**config.mk**
```make
export PLATFORM = sky130hd
export DESIGN_NAME = id_ex_stage
export DESIGN_NICKNAME = d
export VERILOG_FILES = /design/src/rtl/id_ex_stage.sv
export SDC_FILE = /design/constraint.sdc
export NUM_CORES = 1
export LEC_CHECK = 0
export ABC_AREA = 1
export CORE_AREA = 3 3 121 123
export CTS_BUF_LIST = sky130_fd_sc_hd__clkbuf_4 sky130_fd_sc_hd__clkbuf_8 sky130_fd_sc_hd__clkbuf_16
export DETAILED_ROUTE_END_ITERATION = 12
export DIE_AREA = 0 0 124 126
export PLACE_DENSITY = 0.84
export SYNTH_ARGS = -nofsm -noshare
export SYNTH_HDL_FRONTEND = slang
export SYNTH_SLANG_ARGS = --single-unit
```
**constraint.sdc**
```tcl
create_clock -name clk_i -period 4 [get_ports clk_i]
set_input_delay 0.8 -clock clk_i [delete_from_list [all_inputs] [get_ports clk_i]]
set_output_delay 0.8 -clock clk_i [all_outputs]
set_load 0.05 [all_outputs]
```
**src/rtl/id_ex_stage.sv**
```systemverilog
// rtl/id_ex_stage.sv - ID/EX pipeline register with ALU-select decode, load-use bubble and operand forwarding
// Optional build macro ID_EX_FWD_EN enables EX/MEM and MEM/WB forwarding onto the ALU operands.
module id_ex_stage #(
  parameter int WIDTH = 32,
  parameter int RA_W  = 5
) (
  input  logic             clk_i,
  input  logic             rst_i,
  input  logic             in_valid_i,
  input  logic             stall_i,
  input  logic             flush_i,
  input  logic [WIDTH-1:0] rs_data_i,
  input  logic [WIDTH-1:0] rt_data_i,
  input  logic [WIDTH-1:0] imm_i,
  input  logic [RA_W-1:0]  rs_addr_i,
  input  logic [RA_W-1:0]  rt_addr_i,
  input  logic [RA_W-1:0]  rd_addr_i,
  input  logic [1:0]       alu_op_i,
  input  logic [5:0]       funct_i,
  input  logic             alu_src_i,
  input  logic             reg_dst_i,
  input  logic             reg_write_i,
  input  logic             mem_read_i,
  input  logic             mem_write_i,
  input  logic             exmem_reg_write_i,
  input  logic [RA_W-1:0]  exmem_rd_i,
  input  logic [WIDTH-1:0] exmem_result_i,
  input  logic             memwb_reg_write_i,
  input  logic [RA_W-1:0]  memwb_rd_i,
  input  logic [WIDTH-1:0] memwb_result_i,
  output logic [WIDTH-1:0] alu_a_o,
  output logic [WIDTH-1:0] alu_b_o,
  output logic [2:0]       alu_sel_o,
  output logic [WIDTH-1:0] store_data_o,
  output logic [RA_W-1:0]  ex_dest_o,
  output logic             ex_valid_o,
  output logic             ex_reg_write_o,
  output logic             ex_mem_read_o,
  output logic             ex_mem_write_o,
  output logic             load_use_hazard_o,
  output logic             illegal_op_o
);

  logic             valid_q, reg_write_q, mem_read_q, mem_write_q, alu_src_q, illegal_q;
  logic [2:0]       sel_q, sel_d;
  logic             illegal_d;
  logic [RA_W-1:0]  dest_q, rs_addr_q, rt_addr_q;
  logic [WIDTH-1:0] rs_data_q, rt_data_q, imm_q;
  logic             hazard, clear;
  logic [WIDTH-1:0] fwd_rs, fwd_rt;

  always_comb begin
    sel_d     = 3'b010;
    illegal_d = 1'b0;
    unique case (alu_op_i)
      2'b00: sel_d = 3'b010;
      2'b01: sel_d = 3'b110;
      2'b11: sel_d = 3'b001;
      default: begin
        unique case (funct_i)
          6'b100000: sel_d = 3'b010;
          6'b100010: sel_d = 3'b110;
          6'b100100: sel_d = 3'b000;
          6'b100101: sel_d = 3'b001;
          6'b101010: sel_d = 3'b111;
          6'b100110: sel_d = 3'b100;
          6'b000000: sel_d = 3'b011;
          default: begin
            sel_d     = 3'b011;
            illegal_d = in_valid_i;
          end
        endcase
      end
    endcase
  end

  // A load in EX whose destination feeds this ID instruction cannot be forwarded in time.
  assign hazard = valid_q & mem_read_q & (dest_q != '0) &
                  ((dest_q == rs_addr_i) | ((dest_q == rt_addr_i) & ~alu_src_i)) & in_valid_i;

  // Flush wins over stall; a hazard under stall is a plain hold.
  assign clear = rst_i | flush_i | (~stall_i & hazard);

  always_ff @(posedge clk_i) begin
    if (clear) begin
      valid_q     <= 1'b0;
      reg_write_q <= 1'b0;
      mem_read_q  <= 1'b0;
      mem_write_q <= 1'b0;
      alu_src_q   <= 1'b0;
      illegal_q   <= 1'b0;
      sel_q       <= 3'b000;
      dest_q      <= '0;
      rs_addr_q   <= '0;
      rt_addr_q   <= '0;
      rs_data_q   <= '0;
      rt_data_q   <= '0;
      imm_q       <= '0;
    end else if (!stall_i) begin
      valid_q     <= in_valid_i;
      reg_write_q <= reg_write_i & in_valid_i;
      mem_read_q  <= mem_read_i & in_valid_i;
      mem_write_q <= mem_write_i & in_valid_i;
      alu_src_q   <= alu_src_i;
      illegal_q   <= illegal_d;
      sel_q       <= sel_d;
      dest_q      <= reg_dst_i ? rd_addr_i : rt_addr_i;
      rs_addr_q   <= rs_addr_i;
      rt_addr_q   <= rt_addr_i;
      rs_data_q   <= rs_data_i;
      rt_data_q   <= rt_data_i;
      imm_q       <= imm_i;
    end
  end

`ifdef ID_EX_FWD_EN
  always_comb begin
    fwd_rs = rs_data_q;
    if (exmem_reg_write_i && exmem_rd_i != '0 && exmem_rd_i == rs_addr_q)
      fwd_rs = exmem_result_i;
    else if (memwb_reg_write_i && memwb_rd_i != '0 && memwb_rd_i == rs_addr_q)
      fwd_rs = memwb_result_i;
  end

  always_comb begin
    fwd_rt = rt_data_q;
    if (exmem_reg_write_i && exmem_rd_i != '0 && exmem_rd_i == rt_addr_q)
      fwd_rt = exmem_result_i;
    else if (memwb_reg_write_i && memwb_rd_i != '0 && memwb_rd_i == rt_addr_q)
      fwd_rt = memwb_result_i;
  end
`else
  logic unused_fwd;
  assign unused_fwd = ^{exmem_reg_write_i, exmem_rd_i, exmem_result_i,
                        memwb_reg_write_i, memwb_rd_i, memwb_result_i, rs_addr_q, rt_addr_q};
  assign fwd_rs = rs_data_q;
  assign fwd_rt = rt_data_q;
`endif

  assign alu_a_o           = fwd_rs;
  assign store_data_o      = fwd_rt;
  assign alu_b_o           = alu_src_q ? imm_q : fwd_rt;
  assign alu_sel_o         = sel_q;
  assign ex_dest_o         = dest_q;
  assign ex_valid_o        = valid_q;
  assign ex_reg_write_o    = reg_write_q;
  assign ex_mem_read_o     = mem_read_q;
  assign ex_mem_write_o    = mem_write_q;
  assign illegal_op_o      = illegal_q;
  assign load_use_hazard_o = hazard;

endmodule

```
==> impl_metrics.toml <==
[outcome]
outcome = "finished, final reports clean"

[critical_path]
critPathLaunchType = "primary input"
ff2ff_path_depth = 10
path_class = "in2out"
r2r-end = "alu_a_o[28]"
crit_fanout = 2
arrival_ns = 2.65
r2r_slack_ns = 1.91
cp-end-kind = "primary output"
cp.required_ns = 3.20
rr_startpoint = "ex_dest_o[4]"

[logic_synthesis]
synthArstFlopShare = 0
synth_nets = 712
ys_seq_area_frac = 0.4666
yosys_warnings = 0
avgSynthCellArea_um2 = 9.309
synth.distinct_cells = 21
synth_seq_cells = 110
synth_ff_type = "dfxtp_1"
syn_inst = 507
synthesis.area_um2 = 4720
synth-edff-count = 0

[clocking]
post_cts_buffers = 0
cts_buffers = 9
numClockSinks = 110
cts_hold_buffers = 0
clock_path_buffers = 2
root_buffer = "clkbuf_16"
clk_pin_slew_worst_paths_ns = 0.07
cts_tree = "built"
clock_latency_ns = 0.34
h-tree-depth = 3
ctsResizeCount = 0

[floorplan]
die_w_um = 124
die_y_um = 126
start_util = 0.3427
dieArea_um2 = 15620
fp-row-count = 43
io_pins = 315
coreArea_um2 = 13770

[timing]
finalClockSkew_ns = 0.003460
rsz0062_at_grt = "no"
fin_setup_tns_ns = 0
max_freq_ghz = 0.2896
max_slew_margin = 0.5956
tightest_slew_ns = 0.6066
fin_crit_sh = 0.8634
setup_viol = 0
min_period_ns = 3.453
drv_slew = 0
whs_ns = 0.5062
hold_violations = 0

[pwr]
combPwrFrac = 0.203
clkPwrFrac = 0.338
p_leak_nw = 3.185
swShare = 0.2652
power.density_nw_per_um2 = 336.8
p_seq_frac = 0.460
vdd_ir_drop_max_mv = 0.2648
p_int_mw = 1.847
power.switching_mw = 0.6664

[grt]
grt_usage = 0.1650
grt_pass1_wl_um = 20360
grt_max_degree = 71
grt_pass1_vias = 4059
grt_overflow = 0
antenna_found_initial = 0

[drt]
vias = 4164
drt-total-wl_um = 13020
drc = 0
wl_per_cell_um = 14.23
vias_per_cell = 4.551
drtAntennaViolNets = 0
drtIter0Drc = 165
firstDrtPassIters = 4

[hold_path]
min-delay-start = "imm_q[11]"
worstHoldPathType = "reg2reg"
min_path_cells = 2
hold_path_end = "imm_q[11]"

[cells_and_area]
design_area_um2 = 7461
area_growth_pct = 58.09
n_antenna_cell = 0
final_nets = 936
drive_above_1_share = 0.07483

[place]
gp_congestion = 0.8471
place_hpwl_um = 9765
placed_area_um2 = 7176
portBuffers = 238

[job]
cap_violations = 0
[critical path: stages]
cell,delay [ns]
clkdlybuf4s50_1,0.48
inv_1,0.04
nand2_1,0.05
nand2_1,0.05
nor2_1,0.14
nand3_1,0.13
a21oi_1,0.14
clkdlybuf4s50_1,0.83
[per-layer routing]
metal | wire [µm] | global-route usage | up-vias
met1 | 5117 | 0.1847 | 1884
met4 | 408 | 0.07281 | 0
met2 | 6300 | 0.2724 | 145
met3 | 1192 | 0.06870 | 27
met5 | 0 | 0 | -
li1 | - | - | 2108
[per-stage QoR]
stage          cells    util  power [mW]  worst slack [ns]
3_5_place_dp     900  0.5210       1.693            0.5430
2_1_floorplan    507       -       1.471             1.263
6_report         915  0.5417       2.513            0.5466
3_3_place_gp     900  0.5210       1.685            0.5874
4_1_cts          915  0.5417       2.562            0.5388
5_1_grt          915  0.5417       2.631            0.4241
[cells in the mapped netlist, drive strengths merged, types with 3 or more instances]
library cell  instances  area share
buf                  25       0.041
a22oi                 3      0.0048
nor2                129        0.10
a21oi                 6      0.0064
mux2i                98        0.21
clkbuf                5      0.0040
dfxtp               110        0.47
mux2                 32       0.076
o21ai                13       0.014
nand3                 7      0.0074
nand2                43       0.034
nand4                 3      0.0040
inv                  27       0.021
[cell usage in the layout, fill, tap and decap left out]
| master | instances |
|---|---|
| buf_12 | 1 |
| a22oi_1 | 3 |
| nand2_1 | 42 |
| dfxtp_1 | 109 |
| o211ai_1 | 1 |
| dfxtp_2 | 1 |
| clkinv_4 | 1 |
| a31oi_1 | 1 |
| xor2_1 | 1 |
| nand3_1 | 7 |
| o21ai_0 | 13 |
| nand4_1 | 3 |
| mux2i_1 | 98 |
| clkbuf_16 | 9 |
| buf_4 | 4 |
| nand2_4 | 1 |
| mux2_2 | 32 |
| inv_1 | 27 |
| clkdlybuf4s50_1 | 237 |
| o21a_1 | 1 |
| xnor2_1 | 1 |
| clkinv_2 | 2 |
| buf_6 | 1 |
| clkbuf_8 | 3 |
| nor2_1 | 129 |
| o21bai_1 | 1 |
| a21oi_1 | 6 |
[registers in the layout, indices dropped and copies added (netlist names)]
name / cells
alu_a_o: 32
imm_q: 32
store_data_o: 32
ex_dest_o: 5
alu_sel_o: 3
alu_src_q: 1
ex_mem_read_o: 1
ex_mem_write_o: 1
ex_reg_write_o: 1
ex_valid_o: 1
illegal_op_o: 1
[final cells by class]
type,count,area [µm²]
fillers,1283,6312
multi-input cells,340,2212
well taps,180,225.2
repair buffers,243,2434
clock buffers,12,266.5
flip-flops and latches,110,2203
clock inverters,3,18.77
inverters,27,101.3
[cell families (layout without fill, tap and decap cells)]
kind of cell / Yosys count / in the layout / synth area share
buf+inv: 57 / 285 / 0.06628
mux: 130 / 130 / 0.2842
compound gates: 26 / 26 / 0.03102
flops: 110 / 110 / 0.4666
simple gates: 182 / 182 / 0.1482
xor+xnor: 2 / 2 / 0.003712
[power groups by stage]
stage / Combinational (mW) / Clock [mW] / Sequential [mW]
2_1_floorplan: 0.209 / 0 / 1.26
3_3_place_gp: 0.507 / 0 / 1.18
3_5_place_dp: 0.512 / 0 / 1.18
4_1_cts: 0.514 / 0.893 / 1.15
5_1_grt: 0.544 / 0.928 / 1.16
6_report: 0.509 / 0.849 / 1.15
[worst max path at each step]
stage                                    to  depth (start not counted)    startpoint
after floorplan           load_use_hazard_o                          6  rt_addr_i[0]
after global placement    load_use_hazard_o                          8  rt_addr_i[3]
after CTS                 load_use_hazard_o                          8  rs_addr_i[4]
final                     load_use_hazard_o                          8  rs_addr_i[4]
after detailed placement  load_use_hazard_o                          8  rs_addr_i[4]
after global routing      load_use_hazard_o                          7  rt_addr_i[4]
Power figures use the tool's default switching activity.
